[src/rtl/cabac_bad_engine.sv]
// rtl/cabac_bad_engine.sv - CABAC arithmetic decoding engine (regular, bypass, terminal bins)
// Define CABAC_BAD_BIN_CNT_EN to add the 32-bit bin_cnt_o output.
module cabac_bad_engine (
  input  logic        clk,
  input  logic        rst,
  input  logic        init_i,
  input  logic [7:0]  bs_data_i,
  input  logic        bs_valid_i,
  output logic        bs_ready_o,
  input  logic        bin_req_valid_i,
  output logic        bin_req_ready_o,
  input  logic [1:0]  bin_mode_i,
  input  logic        mps_i,
  input  logic [31:0] range_lps_lut_i,
  output logic        bin_valid_o,
  output logic        bin_o,
  output logic        bin_eq_lps_o,
  output logic [8:0]  range_o,
  output logic [8:0]  offset_o
`ifdef CABAC_BAD_BIN_CNT_EN
  ,
  output logic [31:0] bin_cnt_o
`endif
);
  typedef enum logic [1:0] {S_INIT, S_IDLE, S_DONE} state_t;

  state_t      state_q, state_d;
  logic [8:0]  range_q, range_d, offset_q, offset_d;
  logic [15:0] buf_q, buf_d, buf_c, diff_sh;
  logic [4:0]  cnt_q, cnt_d, cnt_c, shift_n;
  logic        bin_valid_q, bin_valid_d, bin_q, bin_d, lps_q, lps_d;
  logic        accept;
  logic [7:0]  lut_byte;
  logic [9:0]  rmps, off10, rterm;
  logic [3:0]  lz;

  function automatic logic [3:0] lead_zeros9(input logic [8:0] v);
    lead_zeros9 = 4'd9;
    for (int i = 0; i < 9; i++)
      if (v[i]) lead_zeros9 = 4'(8 - i);
  endfunction

  // Next n buffered bits, right-aligned.
  function automatic logic [15:0] top_bits(input logic [15:0] b, input logic [4:0] n);
    top_bits = (n == 5'd0) ? 16'd0 : (b >> (5'd16 - n));
  endfunction

  always_comb begin
    case (range_q[7:6])
      2'd0:    lut_byte = range_lps_lut_i[31:24];
      2'd1:    lut_byte = range_lps_lut_i[23:16];
      2'd2:    lut_byte = range_lps_lut_i[15:8];
      default: lut_byte = range_lps_lut_i[7:0];
    endcase
  end

  assign bs_ready_o      = (cnt_q <= 5'd8);
  assign bin_req_ready_o = (state_q == S_IDLE) && (cnt_q >= 5'd7);
  assign accept          = bin_req_valid_i && bin_req_ready_o && !init_i;
  assign rmps            = {1'b0, range_q} - {2'b0, lut_byte};
  assign off10           = {offset_q, buf_q[15]};
  assign rterm           = {1'b0, range_q} - 10'd2;
  assign lz              = lead_zeros9({1'b0, lut_byte});
  assign diff_sh         = {6'd0, ({1'b0, offset_q} - rmps)} << lz;

  always_comb begin
    state_d     = state_q;
    range_d     = range_q;
    offset_d    = offset_q;
    bin_valid_d = 1'b0;
    bin_d       = bin_q;
    lps_d       = lps_q;
    shift_n     = 5'd0;
    if (init_i) begin
      state_d  = S_INIT;
      range_d  = 9'd510;
      offset_d = 9'd0;
    end else begin
      case (state_q)
        S_INIT: begin
          range_d = 9'd510;
          if (cnt_q >= 5'd9) begin
            offset_d = buf_q[15:7];
            shift_n  = 5'd9;
            state_d  = S_IDLE;
          end
        end
        S_IDLE: if (accept) begin
          bin_valid_d = (bin_mode_i != 2'd0);
          case (bin_mode_i)
            2'd1: begin
              if ({1'b0, offset_q} >= rmps) begin
                bin_d    = !mps_i;
                lps_d    = 1'b1;
                range_d  = 9'({1'b0, lut_byte} << lz);
                offset_d = 9'(diff_sh | top_bits(buf_q, {1'b0, lz}));
                shift_n  = {1'b0, lz};
              end else begin
                bin_d   = mps_i;
                lps_d   = 1'b0;
                range_d = rmps[8:0];
                if (rmps < 10'd256) begin
                  range_d  = {rmps[7:0], 1'b0};
                  offset_d = {offset_q[7:0], buf_q[15]};
                  shift_n  = 5'd1;
                end
              end
            end
            2'd2: begin
              lps_d   = 1'b0;
              shift_n = 5'd1;
              if (off10 >= {1'b0, range_q}) begin
                bin_d    = 1'b1;
                offset_d = 9'(off10 - {1'b0, range_q});
              end else begin
                bin_d    = 1'b0;
                offset_d = off10[8:0];
              end
            end
            2'd3: begin
              lps_d   = 1'b0;
              range_d = rterm[8:0];
              if ({1'b0, offset_q} >= rterm) begin
                bin_d   = 1'b1;
                state_d = S_DONE;
              end else begin
                bin_d = 1'b0;
                if (rterm < 10'd256) begin
                  range_d  = {rterm[7:0], 1'b0};
                  offset_d = {offset_q[7:0], buf_q[15]};
                  shift_n  = 5'd1;
                end
              end
            end
            default: ;
          endcase
        end
        default: ;
      endcase
    end

    // Consume first, then append the incoming byte directly below the remaining bits.
    buf_c = buf_q << shift_n;
    cnt_c = cnt_q - shift_n;
    if (init_i) begin
      buf_c = 16'd0;
      cnt_c = 5'd0;
    end
    buf_d = buf_c;
    cnt_d = cnt_c;
    if (bs_valid_i && bs_ready_o) begin
      buf_d = buf_c | ({bs_data_i, 8'd0} >> cnt_c);
      cnt_d = cnt_c + 5'd8;
    end
  end

  always_ff @(posedge clk) begin
    if (rst) begin
      state_q     <= S_INIT;
      range_q     <= 9'd510;
      offset_q    <= 9'd0;
      buf_q       <= 16'd0;
      cnt_q       <= 5'd0;
      bin_valid_q <= 1'b0;
      bin_q       <= 1'b0;
      lps_q       <= 1'b0;
    end else begin
      state_q     <= state_d;
      range_q     <= range_d;
      offset_q    <= offset_d;
      buf_q       <= buf_d;
      cnt_q       <= cnt_d;
      bin_valid_q <= bin_valid_d;
      bin_q       <= bin_d;
      lps_q       <= lps_d;
    end
  end

  assign bin_valid_o  = bin_valid_q;
  assign bin_o        = bin_q;
  assign bin_eq_lps_o = lps_q;
  assign range_o      = range_q;
  assign offset_o     = offset_q;

`ifdef CABAC_BAD_BIN_CNT_EN
  logic [31:0] bin_cnt_q;
  always_ff @(posedge clk) begin
    if (rst || init_i) bin_cnt_q <= 32'd0;
    else if (bin_valid_d) bin_cnt_q <= bin_cnt_q + 32'd1;
  end
  assign bin_cnt_o = bin_cnt_q;
`endif
endmodule
[config.mk]
export PLATFORM = sky130hd
export DESIGN_NAME = cabac_bad_engine
export DESIGN_NICKNAME = d
export VERILOG_FILES = /design/src/rtl/cabac_bad_engine.sv
export SDC_FILE = /design/constraint.sdc
export NUM_CORES = 1
export LEC_CHECK = 0
export ABC_AREA = 0
export BUFFER_PORTS_ARGS = -buffer_cell sky130_fd_sc_hd__buf_4
export CORE_MARGIN = 4
export CORE_UTILIZATION = 61
export CTS_CLUSTER_SIZE = 8
export DETAILED_ROUTE_END_ITERATION = 10
export MAX_ROUTING_LAYER = met4
export PLACE_DENSITY = 0.82
export SYNTH_ARGS = -nofsm -noshare
export SYNTH_HDL_FRONTEND = slang
export SYNTH_SLANG_ARGS = --single-unit
[constraint.sdc]
create_clock -name clk -period 10.1 [get_ports clk]
set_input_delay 2.02 -clock clk [delete_from_list [all_inputs] [get_ports clk]]
set_output_delay 2.02 -clock clk [all_outputs]
set_load 0.02 [all_outputs]
Word level (Yosys, flattened, before mapping)

Cells that the tools add are included.

Input bits: 48
Output and inout bits: 23
Logic and storage cells: 119
Register bits: 44

Bitwise operators: 5
Magnitude comparators: 8
Shift-type cells: 5
Add/sub/neg operators: 7
Multiplexer cells: 50
Equal/unequal tests: 15
Reductions and logical operators: 21

Operators by type and width:

| kind                                                        | number |
|---|---|
| 2-to-1 mux 9 bit                                            | 13 |
| one-hot mux 9 bit (2 select lines)                          | 3 |
| 2-to-1 mux 4 bit                                            | 11 |
| 2-to-1 mux 16 bit                                           | 2 |
| one-hot mux 9 bit (3 select lines)                          | 1 |
| one-hot mux 8 bit (3 select lines)                          | 1 |
| greater-or-equal comparator 9 x 10 -> 1 bit                 | 2 |
| less-than comparator 10 x 9 -> 1 bit, second input constant | 2 |
| bitwise OR 16 bit                                           | 1 |
| << shifter 16 x 5 -> 16 bit                                 | 1 |
| >> shifter 16 x 5 -> 16 bit                                 | 1 |
| >> shifter 16 x 5 -> 9 bit                                  | 1 |
| one-hot mux 4 bit (3 select lines)                          | 1 |
| greater-or-equal comparator 10 x 9 -> 1 bit                 | 1 |
| 2-to-1 mux 5 bit                                            | 2 |
| << shifter 10 x 4 -> 9 bit                                  | 1 |
| subtractor 9 x 10 -> 10 bit                                 | 1 |
| subtractor 9 x 2 -> 10 bit, second input constant           | 1 |
| subtractor 9 x 8 -> 10 bit                                  | 1 |
| bitwise OR 9 bit                                            | 1 |
| << shifter 8 x 4 -> 9 bit                                   | 1 |
| subtractor 9 bit                                            | 1 |
| 2-to-1 mux 1 bit                                            | 8 |
| 2-to-1 mux 2 bit                                            | 4 |
| other kinds (31)                                            | 49 |

Logic depth before layout (Yosys ltp)

Depth after elaboration: 20
Mapped depth: 33

Least setup slack after synthesis

Ideal clock, no wire load.

Kind: input-to-reg
Start: input range_lps_lut_i[1]
End: register buf_q[3]
Stages: 29
Path slack: 1395 ps
Arrival: 8631 ps
Library setup time: 74 ps
Path buffers: 1
Cell sequence: mux4_2 > xnor2_1 > ha_1 > o21bai_1 > maj3_1 > a221oi_1 > nor2_1 > xnor2_1 > ha_1 > o31ai_1 > a31oi_1 > a2111oi_0 > nor4_4 > nand2_4 > or4b_4 > o211ai_4 > buf_4 > ha_1 > inv_1 > fa_1 > a21o_1 > a21oi_1 > xnor2_1 > nor2_1 > or3_1 > nand2b_1 > or3_1 > a211o_1 > o21ai_0

Cells in the longest elaborated chain, start to end: 18
Elaborated cells on any way between the ends: 24

Ends and longest elaborated chain:

| what                                                               | line | source |
|---|---|---|
| start, declared                                                    | 14   | `input logic [31:0] range_lps_lut_i,` |
| one-hot mux 8 bit (3 select lines) *                               | 49   | `case (range_q[7:6])` |
| branches (longest 7 deep; another with subtractor 9 x 8 -> 10 bit) | n/a  |  |
| 2-to-1 mux 4 bit *                                                 | 92   | `if ({1'b0, offset_q} >= rmps) begin` |
| one-hot mux 4 bit (3 select lines) *                               | 90   | `case (bin_mode_i)` |
| 2-to-1 mux 4 bit *                                                 | 88   | `S_IDLE: if (accept) begin` |
| one-hot mux 4 bit (2 select lines) *                               | 79   | `case (state_q)` |
| 2-to-1 mux 4 bit *                                                 | 74   | `if (init_i) begin` |
| subtractor 5 bit                                                   | 144  | `cnt_c = cnt_q - shift_n;` |
| 2-to-1 mux 5 bit                                                   | 145  | `if (init_i) begin` |
| >> shifter 16 x 5 -> 16 bit                                        | 152  | `buf_d = buf_c \| ({bs_data_i, 8'd0} >> cnt_c);` |
| bitwise OR 16 bit                                                  | 152  |  |
| 2-to-1 mux 16 bit *                                                | 151  | `if (bs_valid_i && bs_ready_o) begin` |
| end signal, assigned                                               | 171  | `buf_q <= buf_d;` |
| end, declared                                                      | 29   | `logic [15:0] buf_q, buf_d, buf_c, diff_sh;` |

Mark *: on every way between the ends.
A chain may end at the register's enable or synchronous reset.

Worst setup path in the final report

Ends and elaborated chain as after synthesis.

==> impl_metrics.yaml <==
outcome:
  status: "completed"
flow_run:
  max-cap-violations: 0
die:
  die_area_sq_mm: 0.0123
  dieWidth_microns: 111
  row_count: 37
  die_h_microns: 111
  start_util_pct: 62.8
  core_region_area_sq_mm: 0.0103
  ioPinCount: 71
global_route:
  grt_max_degree: 27
  track_usage_pct: 36.0
  grt-ovfl-total: 0
  grt_pass1_vias: 6677
  antenna_found_initial: 0
  grt_pass1_wl_microns: 35600
power_and_ir_drop:
  seqPwrFrac_pct: 32.5
  switching_power_uw: 258
  pwr_density_cell_mw_per_mm2: 88.3
  clockPowerShare_pct: 23.6
  switching_share_pct: 40.9
  p_leak_uw: 0.00307
  p_int_uw: 372
  pwr-share-comb_pct: 43.9
  peakVddDrop_v: 0.0000696
clock_network:
  cts.sinks: 44
  cts_tree: "built"
  cts_max_level: 2
  cts_buffers: 5
  clock_path_buffers: 2
  cts_hold_buffers: 0
  clkTransAtPathRegs_ps: 100
  post_cts_buffers: 0
  clockRootBuffer: "clkbuf_8"
  insertion_delay_ps: 320
  cts_resized: 0
timing:
  hold_viol: 0
  clock_skew_ps: 10.5
  whs_ps: 524
  finalSetupViolations: 0
  fin_setup_tns_ps: 0
  timing.final.crit_period_ps: 9090
  fin_crit_sh_pct: 90.0
  max_freq_mhz: 110
  tightest_slew_ps: 1160
  slew_viol_final: 0
  max_slew_margin_pct: 22.5
  rsz0062_at_grt: "no"
critical_path:
  endpoint_kind: "flop"
  cp_top_family: "simple AND/OR/NAND/NOR gates"
  cp.arrival_ps: 9340
  slowest_delay_ps: 620
  worstSetupStartpointType: "input pin"
  worst_ep_required_time_ps: 10350
  path_buf_inv: 2
  path_max_fanout: 26
  crit_type: "input pin to flop"
  slowest_stage: "or4b_4"
drt:
  drt_iter0_markers: 892
  drt_pre_antenna_iters: 6
  viasPerCell: 6.95
  wl_per_cell_microns: 21.8
  finalWirelength_microns: 22200
  ant_nets: 0
  drc_errors: 0
  vias: 7078
placed_design:
  port_buffers: 70
  place_inst: 1010
  hpwl_microns: 17100
  gp_congestion: 1.01
synth:
  syn_avg_cell_area_sq_um: 7.69
  synth_seq_cells: 44
  syn_inst: 844
  netlist-cell-type-count: 77
  synth-async-reset-ratio_pct: 0
  ys.flop_type: "dfxtp_1"
  syn-num-nets: 936
  yosysSeqAreaShare_pct: 13.6
  ys_warn_count: 0
  synthesis.area_sq_mm: 0.00649
  synth_edf_count: 0
finish:
  final_common_cell: "nand2_1"
  drive_gt1_share_pct: 15.3
  nFillCells: 919
  nets: 973
  antenna_cells: 0
  area_growth_pct: 9.97
  layout_common_cells: "nand2_1, mux2i_1, buf_4"
  final_cells: 1018
worst_hold_path:
  hp-class: "flop to flop"
==> through the flow <==
step	util, %	area [sq um]	setup WS, ps	power, uW
finish	69.1	7130	1010	630
global route	69.1	7130	523	660
CTS	69.1	7130	1080	618
detailed placement	68.0	7020	764	473
global placement	68.0	7020	1030	467
floorplan	-	6490	1390	395
==> area by class of cell <==
class	instances	area [sq um]	share of cell area (%)
Clock buffer	5	68.8	0.965
Clock inverter	3	46.3	0.649
Inverter	41	154	2.16
Multi-Input combinational cell	712	5240	73.4
Sequential cell	44	881	12.3
Tap cell	136	170	2.39
Timing Repair Buffer	77	578	8.10
==> layer usage <==
| metal | vias up | GRT usage [%] | part of all wire [%] |
|---|---|---|---|
| met5 | - | - | 0 |
| met4 | 0 | 9.41 | 2.5 |
| met3 | 57 | 6.66 | 12 |
| met2 | 447 | 53.4 | 43 |
| met1 | 3349 | 50.7 | 43 |
| li1 | 3225 | - | - |
==> power by group through the flow <==
stage | sequential (uW) | combinational [uW] | clock, uW
global route | 205 | 300 | 155
finish | 205 | 277 | 148
detailed placement | 207 | 266 | 0
global placement | 207 | 260 | 0
CTS | 203 | 268 | 147
floorplan | 198 | 198 | 0
==> Yosys cell counts, drive strengths merged, types with 4 or more instances <==
| master | instances | area, sq um |
|---|---|---|
| nand2b | 19 | 119 |
| a31oi | 11 | 68.8 |
| a221oi | 9 | 78.8 |
| xor2 | 8 | 70.1 |
| nor2 | 69 | 262 |
| inv | 40 | 150 |
| buf | 15 | 98.8 |
| dfxtp | 44 | 881 |
| and3 | 4 | 25.0 |
| nor2b | 9 | 56.3 |
| mux4 | 20 | 450 |
| o22ai | 23 | 144 |
| xnor2 | 26 | 228 |
| nand3 | 13 | 65.1 |
| nor3 | 23 | 115 |
| o21ai | 57 | 285 |
| nand4 | 10 | 68.8 |
| a21o | 13 | 97.6 |
| nand2 | 87 | 334 |
| o21bai | 4 | 30.0 |
| clkbuf | 32 | 120 |
| a211oi | 11 | 82.6 |
| mux2 | 13 | 146 |
| o2111ai | 4 | 41.3 |
| or3 | 5 | 31.3 |
| ha | 41 | 513 |
| mux2i | 83 | 831 |
| a21oi | 72 | 360 |
| or2 | 5 | 31.3 |
| o31ai | 7 | 52.6 |
| maj3 | 4 | 40.0 |
| o211ai | 6 | 58.8 |
==> kinds of logic after synthesis <==
family | after synthesis | share of synthesized area (%)
AOI/OAI and AO/OA | 252 | 24.9
muxes | 116 | 22.0
xor gates and xnor gates | 35 | 4.94
DFF | 44 | 13.6
and+or+nand+nor | 261 | 19.4
buffers and inverters | 88 | 5.75
adders and majority gates | 48 | 9.45
==> worst paths after layout <==
kind / cells after the start / to / start / slack, ps
min: 2 / state_q[1] / state_q[1] / 520
max reg2reg: 28 / buf_q[3] / range_o[7] / 1950
min reg2reg: 2 / state_q[1] / state_q[1] / 520
max: 29 / buf_q[3] / range_lps_lut_i[1] / 1010
==> tightest hold or removal path: stages, from the launching register on <==
cell and delay [ps]:
dfxtp_1 370, inv_1 70, a21oi_1 50
==> flip-flops by register name (all words and copies together) (netlist names) <==
signal	cells
cnt_q	5
bin_o	1
state_q	2
offset_o	9
bin_valid_o	1
range_o	9
buf_q	16
bin_eq_lps_o	1
(Power assumes the default switching activity.)
